--- src/rtl/ram_valid_tracker.sv ---
// Per-entry valid-bit tracker for a 2**ADDRWIDTH-deep RAM: write/invalidate/flush sweep, count, flags; RAM_VALID_FIRST_FREE_EN adds a first-free encoder.
// Latency: all state updates one edge after the command; no backpressure, commands arriving while BUSY are dropped.
module ram_valid_tracker #(
  parameter int ADDRWIDTH = 3
) (
  input  logic                        CLK,
  input  logic                        RESET,
  input  logic                        WR,
  input  logic [ADDRWIDTH-1:0]        WADDR,
  input  logic                        INV,
  input  logic [ADDRWIDTH-1:0]        IADDR,
  input  logic                        FLUSH,
  input  logic [ADDRWIDTH-1:0]        RADDR,
  output logic                        VALID,
  output logic [ADDRWIDTH:0]          COUNT,
  output logic                        FULL,
  output logic                        EMPTY,
  output logic                        BUSY,
  output logic                        FLUSH_DONE,
  output logic                        FREE_FOUND,
  output logic [ADDRWIDTH-1:0]        FREE_ADDR,
  output logic [(1<<ADDRWIDTH)-1:0]   V_LED
);

  localparam int DEPTH = 1 << ADDRWIDTH;
  localparam int CNT_W = ADDRWIDTH + 1;

  typedef enum logic {
    S_IDLE  = 1'b0,
    S_FLUSH = 1'b1
  } state_t;

  state_t               state_q;
  state_t               state_d;
  logic [DEPTH-1:0]     valid_q;
  logic [DEPTH-1:0]     valid_d;
  logic [CNT_W-1:0]     count_q;
  logic [CNT_W-1:0]     count_d;
  logic [ADDRWIDTH-1:0] ptr_q;
  logic [ADDRWIDTH-1:0] ptr_d;
  logic                 flush_done_q;
  logic                 sweep_last;
  logic                 inc;
  logic                 dec;

  assign sweep_last = (state_q == S_FLUSH) && (&ptr_q);

  always_ff @(posedge CLK) begin
    if (RESET) begin
      state_q <= S_IDLE;
    end else begin
      state_q <= state_d;
    end
  end

  always_comb begin
    state_d = state_q;
    case (state_q)
      S_IDLE:  if (FLUSH) state_d = S_FLUSH;
      S_FLUSH: if (sweep_last) state_d = S_IDLE;
      default: state_d = S_IDLE;
    endcase
  end

  always_comb begin
    BUSY = (state_q == S_FLUSH);
  end

  // Net count change is at most one step: an INV hitting the WR address is suppressed so WR wins.
  always_comb begin
    valid_d = valid_q;
    ptr_d   = ptr_q;
    inc     = 1'b0;
    dec     = 1'b0;
    if (state_q == S_IDLE) begin
      if (INV && !(WR && (WADDR == IADDR))) begin
        valid_d[IADDR] = 1'b0;
        dec            = valid_q[IADDR];
      end
      if (WR) begin
        valid_d[WADDR] = 1'b1;
        inc            = !valid_q[WADDR];
      end
      if (FLUSH) ptr_d = '0;
    end else begin
      valid_d[ptr_q] = 1'b0;
      dec            = valid_q[ptr_q];
      ptr_d          = ptr_q + ADDRWIDTH'(1);
    end
    count_d = count_q + CNT_W'(inc) - CNT_W'(dec);
  end

  always_ff @(posedge CLK) begin
    if (RESET) begin
      valid_q      <= '0;
      count_q      <= '0;
      ptr_q        <= '0;
      flush_done_q <= 1'b0;
    end else begin
      valid_q      <= valid_d;
      count_q      <= count_d;
      ptr_q        <= ptr_d;
      flush_done_q <= sweep_last;
    end
  end

  assign VALID      = valid_q[RADDR];
  assign COUNT      = count_q;
  assign FULL       = (count_q == CNT_W'(DEPTH));
  assign EMPTY      = (count_q == '0);
  assign FLUSH_DONE = flush_done_q;
  assign V_LED      = valid_q;

`ifdef RAM_VALID_FIRST_FREE_EN
  logic [ADDRWIDTH-1:0] free_addr;

  // Scan from the top so the lowest invalid index is the last one written.
  always_comb begin
    free_addr = '0;
    for (int i = DEPTH - 1; i >= 0; i--) begin
      if (!valid_q[i]) free_addr = ADDRWIDTH'(i);
    end
  end

  assign FREE_FOUND = ~FULL;
  assign FREE_ADDR  = FULL ? '0 : free_addr;
`else
  assign FREE_FOUND = 1'b0;
  assign FREE_ADDR  = '0;
`endif

endmodule

--- config.mk ---
export PLATFORM = sky130hd
export DESIGN_NAME = ram_valid_tracker
export DESIGN_NICKNAME = d
export VERILOG_FILES = /design/src/rtl/ram_valid_tracker.sv
export SDC_FILE = /design/constraint.sdc
export NUM_CORES = 1
export LEC_CHECK = 0
export ABC_AREA = 1
export BUFFER_PORTS_ARGS = -buffer_cell sky130_fd_sc_hd__buf_4
export CORE_ASPECT_RATIO = 1.2
export CORE_UTILIZATION = 35
export CTS_CLUSTER_DIAMETER = 30
export DETAILED_ROUTE_END_ITERATION = 10
export PLACE_DENSITY = 0.69
export SLEW_MARGIN = 30
export SYNTH_ARGS = -nofsm -noshare
export SYNTH_HDL_FRONTEND = slang
export SYNTH_SLANG_ARGS = --single-unit
--- constraint.sdc ---
create_clock -name CLK -period 2.2 [get_ports CLK]
set_clock_uncertainty 0.2 [all_clocks]
set_input_delay 0.33 -clock CLK [delete_from_list [all_inputs] [get_ports CLK]]
set_output_delay 0.33 -clock CLK [all_outputs]
set_load 0.005 [all_outputs]
==> results.md, run 1 <==
STA:
- The setup total negative slack is -21.0 ps.
- The hold violation count in the final report is 0.
- The smallest setup slack after layout is -21.0 ps.
- The clock period minus final worst setup slack is 2220 ps.
- The final-report setup violation count is 1.
- The top achievable clock speed is 0.450 GHz.
- The final period utilization is 101%.
- The number of slew-limit violations in the final report is 0.
- Setup repair after global routing could not meet its margin everywhere.

Clock tree:
- The cell at the root of the clock tree is sky130_fd_sc_hd__clkbuf_8.
- The buffer levels on the longest clock path is 2.
- The depth of the CTS H-tree is 1.
- TritonCTS built the clock tree.
- After clock tree synthesis, the clock-pin slew on the worst setup and hold paths is about 70 ps.
- The tree built by TritonCTS fans out to 17 sinks.
- The total of hold buffers inserted after clock tree synthesis is 0.
- For the worst-skew pair, the clock arrives at the later sink with an insertion delay of 250 ps.
- The number of buffers created by CTS is 3.

Setup path:
- The worst setup path is launched from a register.
- For this run, the slowest stage of the critical path takes 510 ps.
- The highest net fanout along the worst path is 4.
- The largest individual stage delay along the critical path comes from the cell sky130_fd_sc_hd__fa_2.
- The family of cells with the greatest summed delay on the critical path is adder cells.
- The worst setup path is captured at a register.
- The number of buffer and inverter stages on the critical path is 3.
- Traced cell by cell, the critical path runs through inv_2, nand2_1, o211ai_1, nand3_1, nor2_1, nand3_2, ha_4, inv_4, ha_4, inv_2, fa_2, nor2_1.
- The arrival time at the worst endpoint is between 2000 and 2500 ps.
- The data required time of the worst path is 2150 ps.
- The worst setup path is of the reg -> reg kind.

Synth:
- The warning count from the yosys run is 0.
- In the post-synthesis netlist, the biggest area contributors are sky130_fd_sc_hd__dfxtp_1, sky130_fd_sc_hd__nand2_1, sky130_fd_sc_hd__ha_1.
- The synthesized design spends more area on one cell type than any other, namely sky130_fd_sc_hd__dfxtp_1.
- Sequential cells were found to cover 23.9% of the synthesized design area.
- A synthesized cell averages around 6.2 um2.
- Synthesis produced a netlist whose cell count is 229.
- The share of the synthesized area in the top cell type is 23.9%.
- The count of cell types in the netlist is 28.
- The flip-flop and latch count after synthesis is 17.
- The cell area after technology mapping is ~1400 um2.

Global route:
- Across every metal layer, demand over resource in global routing totals 21.8%.
- The global route total overflow is 0.
- Entering global routing, the biggest net connects 20 pins.
- The number of global-route vias before repair came to 1574.
- The number of antenna violations at the first check in global routing came to 0.
- The first-pass GRT wire length is 7.09 mm.

Floorplan:
- The die area is 4320 um2.
- The overall die height is slightly above 70 um.
- For this configuration, the core starts out at a cell density of 36.4%.
- 35 I/O pins were placed.
- In this run the horizontal extent of the chip is 60.2 um.
- The floorplan step defined a core boundary enclosing 3910 um2.
- The initialized floorplan defines 25 standard-cell rows.

Cells and area:
- The proportion of layout cells with a drive suffix above 1 is ~41%.
- The layout-stage area growth over the synthesis result is 52.6%.
- For this run, the post-layout net count is 326.
- The final instance area is 2170 um2.
- After filler insertion, the fill cell instance count of the layout stands at 399.
- The number of diodes added for antenna fixing is 0.
- The most common library cell in the layout ignoring fill and taps is sky130_fd_sc_hd__buf_4.
- In the layout the commonest cells are sky130_fd_sc_hd__buf_4, sky130_fd_sc_hd__nand2_1, sky130_fd_sc_hd__nor2_1, sky130_fd_sc_hd__inv_1.

Placed design:
- The weighted congestion reported at the end of routability-driven placement is 0.957.
- The count of port buffers added during placement is 30.
- The area after detailed placement is 1940 um2.
- Summed over all nets, the half-perimeter wirelength after detailed placement is 3.27 mm.

Status:
- The final reports fail on negative setup slack.
- The flow ran to the end, but the final reports show violations.

Detailed routing:
- The total wire length after detailed routing is 4.42 mm.
- For this block, the via count after detailed routing is 1756.
- The detail-routed net length per standard cell is ~12 um.
- The initial DRC count is 90.
- Dividing the detail-routed via count by the number of cells gives 4.93.
- The count of nets left with antenna violations after detail routing is 0.
- The number of remaining DRC errors is 0.
- The first detailed-routing pass took 4 iterations.

Run:
- The max capacitance violation total is 0.

Worst hold path:
- In this run the worst hold path is classified as in -> reg.

Power and ir drop:
- In this run the power density over the cells is between 500 and 600 nW/um2.
- The leakage dissipation is 0.00103 uW.
- IR analysis of the VDD net gives a maximum drop of 278 uV.
-- logic make-up after synthesis --
kind of cell | after synthesis | share of synthesized area (%)
AND/OR/NAND/NOR | 112 | 33.6
other | 1 | 0.264
XOR/XNOR | 1 | 0.616
buffers and inverters | 41 | 12.9
AO/OA/AOI/OAI | 48 | 20.2
adder cells (fa/ha/maj) | 9 | 8.45
flip-flops | 17 | 23.9
-- worst paths after layout --
path / from / end / slack, ps / cells past startpoint
setup / recovery: V_LED[1]$_SDFF_PP0_ / COUNT[1]$_SDFF_PP0_ / -20 / 12
hold / removal: RESET / ptr_q[1]$_SDFFE_PP0P_ / 110 / 2
setup reg to reg: V_LED[1]$_SDFF_PP0_ / COUNT[1]$_SDFF_PP0_ / -20 / 12
hold reg to reg: V_LED[5]$_SDFF_PP0_ / V_LED[5]$_SDFF_PP0_ / 310 / 2
-- cell usage after synthesis --
| cell | instances |
|---|---|
| sky130_fd_sc_hd__a31oi_1 | 3 |
| sky130_fd_sc_hd__xor2_1 | 1 |
| sky130_fd_sc_hd__nand4_1 | 2 |
| sky130_fd_sc_hd__conb_1 | 1 |
| sky130_fd_sc_hd__clkbuf_1 | 1 |
| sky130_fd_sc_hd__a21oi_2 | 8 |
| sky130_fd_sc_hd__o21ai_0 | 12 |
| sky130_fd_sc_hd__o21ai_1 | 3 |
| sky130_fd_sc_hd__a21oi_1 | 17 |
| sky130_fd_sc_hd__buf_4 | 5 |
| sky130_fd_sc_hd__o211ai_1 | 2 |
| sky130_fd_sc_hd__nand3_1 | 19 |
| sky130_fd_sc_hd__dfxtp_1 | 17 |
| sky130_fd_sc_hd__buf_2 | 3 |
| sky130_fd_sc_hd__nor3_1 | 8 |
| sky130_fd_sc_hd__nor2_2 | 1 |
| sky130_fd_sc_hd__fa_1 | 1 |
| sky130_fd_sc_hd__nand2_2 | 2 |
| sky130_fd_sc_hd__nand2_1 | 54 |
| sky130_fd_sc_hd__o31ai_1 | 1 |
| sky130_fd_sc_hd__a211oi_1 | 1 |
| sky130_fd_sc_hd__o21a_1 | 1 |
| sky130_fd_sc_hd__inv_2 | 7 |
| sky130_fd_sc_hd__nor2_1 | 23 |
| sky130_fd_sc_hd__ha_1 | 8 |
| sky130_fd_sc_hd__buf_6 | 1 |
| sky130_fd_sc_hd__inv_1 | 24 |
| sky130_fd_sc_hd__nor3b_1 | 3 |
-- sequential cells by signal, indices dropped and copies added (netlist names) --
signal      count
FLUSH_DONE      1
V_LED           8
COUNT           4
ptr_q           3
BUSY            1
-- cell type report --
cell class	count	area [um2]	share of cell area, %
timing repair buffer	76	574	26.5
inverter	31	126	5.82
multi-input combinational	174	1000	46.1
clock buffer	4	45.0	2.08
tap	54	67.6	3.11
sequential	17	357	16.4
-- layer usage --
metal  GRT usage [%]  part of all wire, %  vias up
li1                -                    -      892
met1            24.9                   38      800
met2            39.7                   54       54
met3            3.25                  5.1       10
met4            7.75                  2.4        0
met5               0                    0        -
-- where the power goes --
part / total [uW] / internal [uW] / switching (uW)
combinational: 581 / 300 / 280
clock: 234 / 128 / 106
sequential: 397 / 348 / 48.6
-- what timing repair did --
action,CTS,global route
hold endpoints to repair,0,0
pin swaps,2,6
gates resized for setup,17,21
setup endpoints to repair,3,3
buffers inserted,6,3
-- metrics by stage --
step	utilization [%]	power [uW]	hold slack, ps	std cells	worst slack [ps]
2_1_floorplan	-	657	284	232	-30.6
3_3_place_gp	49.7	866	300	344	-245
3_5_place_dp	49.7	883	303	344	-292
4_1_cts	52.8	1140	109	354	-80.4
5_1_grt	55.5	1320	123	356	-129
6_report	55.5	1210	112	356	-21.0
Note: power is estimated with default switching activity, not from simulation.
==> run 2, diff against run 1 <==
Settings changed: ABC_CLOCK_PERIOD_IN_PS from default to 2200, BUFFER_PORTS_ARGS -buffer_cell sky130_fd_sc_hd__buf_4 to -buffer_cell sky130_fd_sc_hd__clkbuf_2.
==> results.md, run 2 (synthesized netlist as in run 1, its figures left out) <==
Status:
- Result of the run: finished with violations (unchanged).
- Violations in the final reports: negative setup slack (unchanged).

STA:
- The final period utilization came to 103% (was 101%).
- The top achievable clock speed is 0.440 GHz (was 0.450 GHz).
- The smallest setup slack after layout is -74.2 ps (was -21.0 ps).
- The setup total negative slack is -197 ps (was -21.0 ps).
- The hold violation count in the final report came to 0 (unchanged).
- The clock period minus final worst setup slack came to 2270 ps (was 2220 ps).
- The number of slew-limit violations in the final report was 0 (unchanged).
- The final-report setup violation count is 3 (was 1).
- Unrepaired setup endpoints after global routing: yes (unchanged).

Floorplan:
- The total core area is 3910 um2 (unchanged).
- The number of cell rows is 25 (unchanged).
- The horizontal die dimension is 60.2 um (unchanged).
- The overall die height is 71.8 um (unchanged).
- The number of I/O pins is 35 (unchanged).
- The die area is 4320 um2 (unchanged).
- The initial core utilization is 36.4% (unchanged).

Worst hold path:
- The path class of the lowest-slack min-delay path is in -> reg (unchanged).
- The hold path startpoint is FLUSH (was RESET).
- The worst-case hold path end point is BUSY$_SDFF_PP0_ (was ptr_q[1]$_SDFFE_PP0P_).
- The number of stages on the worst hold path is 3 (was 2).

Clock tree:
- The clock latency reported for the late side of the worst-skew pair came to 260 ps (was 250 ps).
- The number of buffers created by CTS is 3 (unchanged).
- The cell at the root of the clock tree is sky130_fd_sc_hd__clkbuf_8 (unchanged).
- The clock slew at the register clock pins of the worst setup and hold paths was 70 ps (about the same).
- The clock tree from TritonCTS is done (unchanged).
- The depth of the CTS H-tree is 1 (unchanged).
- The total number of clock tree sinks is 17 (unchanged).
- The buffer levels on the longest clock path came to 2 (unchanged).

Detailed routing:
- The number of remaining DRC errors is 0 (unchanged).
- The count of nets left with antenna violations after detail routing came to 0 (unchanged).
- The via count of the routed design is 1796 (was 1756).
- The total wire length after detailed routing is 4.46 mm (was 4.42 mm).
- The routed via count divided by cell count is 4.96 (was 4.93).
- The detail-routed net length per standard cell was 12.3 um (was 12.4 um).
- The initial DRC count came to 55 (was 90).
- The detailed-routing iteration count for the pre-antenna-repair pass is 4 (unchanged).

Setup path:
- The number of buffer and inverter stages on the critical path is 3 (unchanged).
- The family of cells with the greatest summed delay on the critical path is adder cells (unchanged).
- The highest net fanout along the worst path is 4 (unchanged).
- The depth of the most critical reg-to-reg path was 14 (was 12).
- The kind of start point of the critical path is a register (unchanged).
- The category of the worst setup path capture point is a register (unchanged).
- The most numerous cell type found on the critical path is sky130_fd_sc_hd__nand2_1.
- The arrival time at the worst endpoint is 2220 ps (was 2170 ps).
- Cells along the critical path: inv_1, o21ai_1, nand2_1, nand2_1, nand2_1, nand2_1, nand2_1, nand2_2, ha_4, inv_2, ha_4, inv_2, fa_2, nor2_1 (was inv_2, nand2_1, o211ai_1, nand3_1, nor2_1, nand3_2, ha_4, inv_4, ha_4, inv_2, fa_2, nor2_1).
- The reg-to-reg endpoint is COUNT[1]$_SDFF_PP0_ (unchanged).
- The critical path class is reg -> reg (unchanged).
- The stage delay of the slowest cell on the critical path is 510 ps (about the same).
- The cell at the slowest stage of the critical path is sky130_fd_sc_hd__fa_2 (unchanged).
- The setup slack of the worst register-to-register path is -70 ps (was -20 ps).
- The data required time of the worst path is 2150 ps (about the same).
- The worst flop-to-flop path startpoint is V_LED[5]$_SDFF_PP0_ (was V_LED[1]$_SDFF_PP0_).

Cells and area:
- The proportion of layout cells with a drive suffix above 1 is 40.9% (was 41.4%).
- The layout-stage area growth over the synthesis result is 49.3% (was 52.6%).
- The net count reported at finish is 332 (was 326).
- The area occupied by registers is 352 um2 (was 357 um2).
- Most used cells in the layout excluding fill and tap cells: sky130_fd_sc_hd__nand2_1, sky130_fd_sc_hd__buf_4, sky130_fd_sc_hd__clkbuf_2, sky130_fd_sc_hd__nor2_1, sky130_fd_sc_hd__inv_1 (was sky130_fd_sc_hd__buf_4, sky130_fd_sc_hd__nand2_1, sky130_fd_sc_hd__nor2_1, sky130_fd_sc_hd__inv_1).
- The number of diodes added for antenna fixing came to 0 (unchanged).
- The most common library cell in the layout ignoring fill and taps is sky130_fd_sc_hd__nand2_1 (was sky130_fd_sc_hd__buf_4).
- The final instance area is 2120 um2 (was 2170 um2).
- The count of filler cells inserted in the layout is 404 (was 399).
- The number of flip-flops under the largest register name was 8 (unchanged).
- The multi-input gate area in the final layout is 991 um2 (was 1000 um2).

Global route:
- The number of antenna violations at the first check in global routing is 0 (unchanged).
- The overall global routing resource usage was 21.3% (was 21.8%).
- The global route total overflow is 0 (unchanged).
- The largest net degree at the start of global routing is 19 (was 20).
- The first-pass GRT wire length came to 7.00 mm (was 7.09 mm).
- The number of global-route vias before repair is 1620 (was 1574).

Power and ir drop:
- The share of power burned in registers is 33.3% (was 32.7%).
- The power after layout came to 1190 uW (was 1210 uW).
- The internal power contribution is 742 uW (was 777 uW).
- The switching fraction of total power is 37.4% (was 35.9%).
- The combinational share of power is 46.0% (was 47.9%).
- The clock share of power is 20.6% (was 19.4%).
- The leakage dissipation is 0.00103 uW (about the same).
- The power density of the placed cells came to 559 nW/um2 (was 558 nW/um2).
- The switching power of the nets is 444 uW (was 435 uW).
- The worst supply voltage drop on vdd came to 215 uV (was 278 uV).

Placed design:
- The weighted congestion reported at the end of routability-driven placement was 0.914 (was 0.957).
- The sum of net half-perimeters after detailed placement is 3.33 mm (was 3.27 mm).
- The area after detailed placement was 1910 um2 (was 1940 um2).
- The count of port buffers added during placement is 30 (unchanged).
- The worst slack after detailed placement is -376 ps (was -292 ps).

Run:
- The max capacitance violation total is 0 (unchanged).
run 2: changes by cell type in the layout (fill, tap and decap cells not counted), sizes merged:
cell    change
clkbuf     +29
buf        -24
clkinv      +1
run 2: through the flow:
step | instances | util, % | hold slack (ps)
floorplan | 232 | - | 284
global placement | 349 | 48.8 | 306
detailed placement | 349 | 48.8 | 301
CTS | 360 | 51.8 | 141
global route | 362 | 54.3 | 173
finish | 362 | 54.3 | 142
run 2: power groups by stage:
stage	combinational (uW)	sequential [uW]	clock, uW
CTS	472	392	248
finish	546	395	245
detailed placement	450	399	0
floorplan	263	393	0
global placement	441	397	0
global route	622	401	258
run 2: layer usage:
| layer | vias to the layer above | global-route usage (%) | share of wire [%] |
|---|---|---|---|
| li1 | 900 | - | - |
| met5 | - | 0 | 0 |
| met4 | 0 | 9.82 | 2.8 |
| met2 | 54 | 37.6 | 52 |
| met1 | 830 | 24.9 | 41 |
| met3 | 12 | 2.17 | 3.9 |
run 2: how the worst max path moves through the flow:
stage / from / endpoint / slack (ps) / depth (start not counted)
final: V_LED[5]$_SDFF_PP0_ / COUNT[1]$_SDFF_PP0_ / -70 / 14
after global routing: ptr_q[1]$_SDFFE_PP0P_ / COUNT[2]$_SDFF_PP0_ / -210 / 14
after CTS: ptr_q[0]$_SDFFE_PP0P_ / COUNT[1]$_SDFF_PP0_ / -100 / 15
after detailed placement: IADDR[1] / COUNT[2]$_SDFF_PP0_ / -380 / 15
after global placement: IADDR[1] / COUNT[2]$_SDFF_PP0_ / -300 / 15
after floorplan: IADDR[0] / COUNT[2]$_SDFF_PP0_ / -30 / 16
run 2: timing repair:
action                                  CTS  global route
resized for setup                        11            18
setup buffers                             7             2
pin swaps                                 6             2
hold buffers                              0             0
endpoints found under the setup margin    2             3
run 2: layout make-up:
| type | instances | share of cell area [%] |
|---|---|---|
| multi-input cells | 174 | 46.7 |
| repair buffers | 82 | 25.6 |
| flip-flops and latches | 17 | 16.6 |
| inverters | 31 | 5.72 |
| well taps | 54 | 3.18 |
| clock buffers | 3 | 1.95 |
| clock inverters | 1 | 0.236 |
run 2: worst register-to-register path: cells and delay by family, from the launching register on:
family,cells,cell delay [ps]
buffers and inverters,3,200
AO/OA/AOI/OAI,1,150
adder cells (fa/ha/maj),3,840
AND/OR/NAND/NOR,7,430
flip-flops,1,360
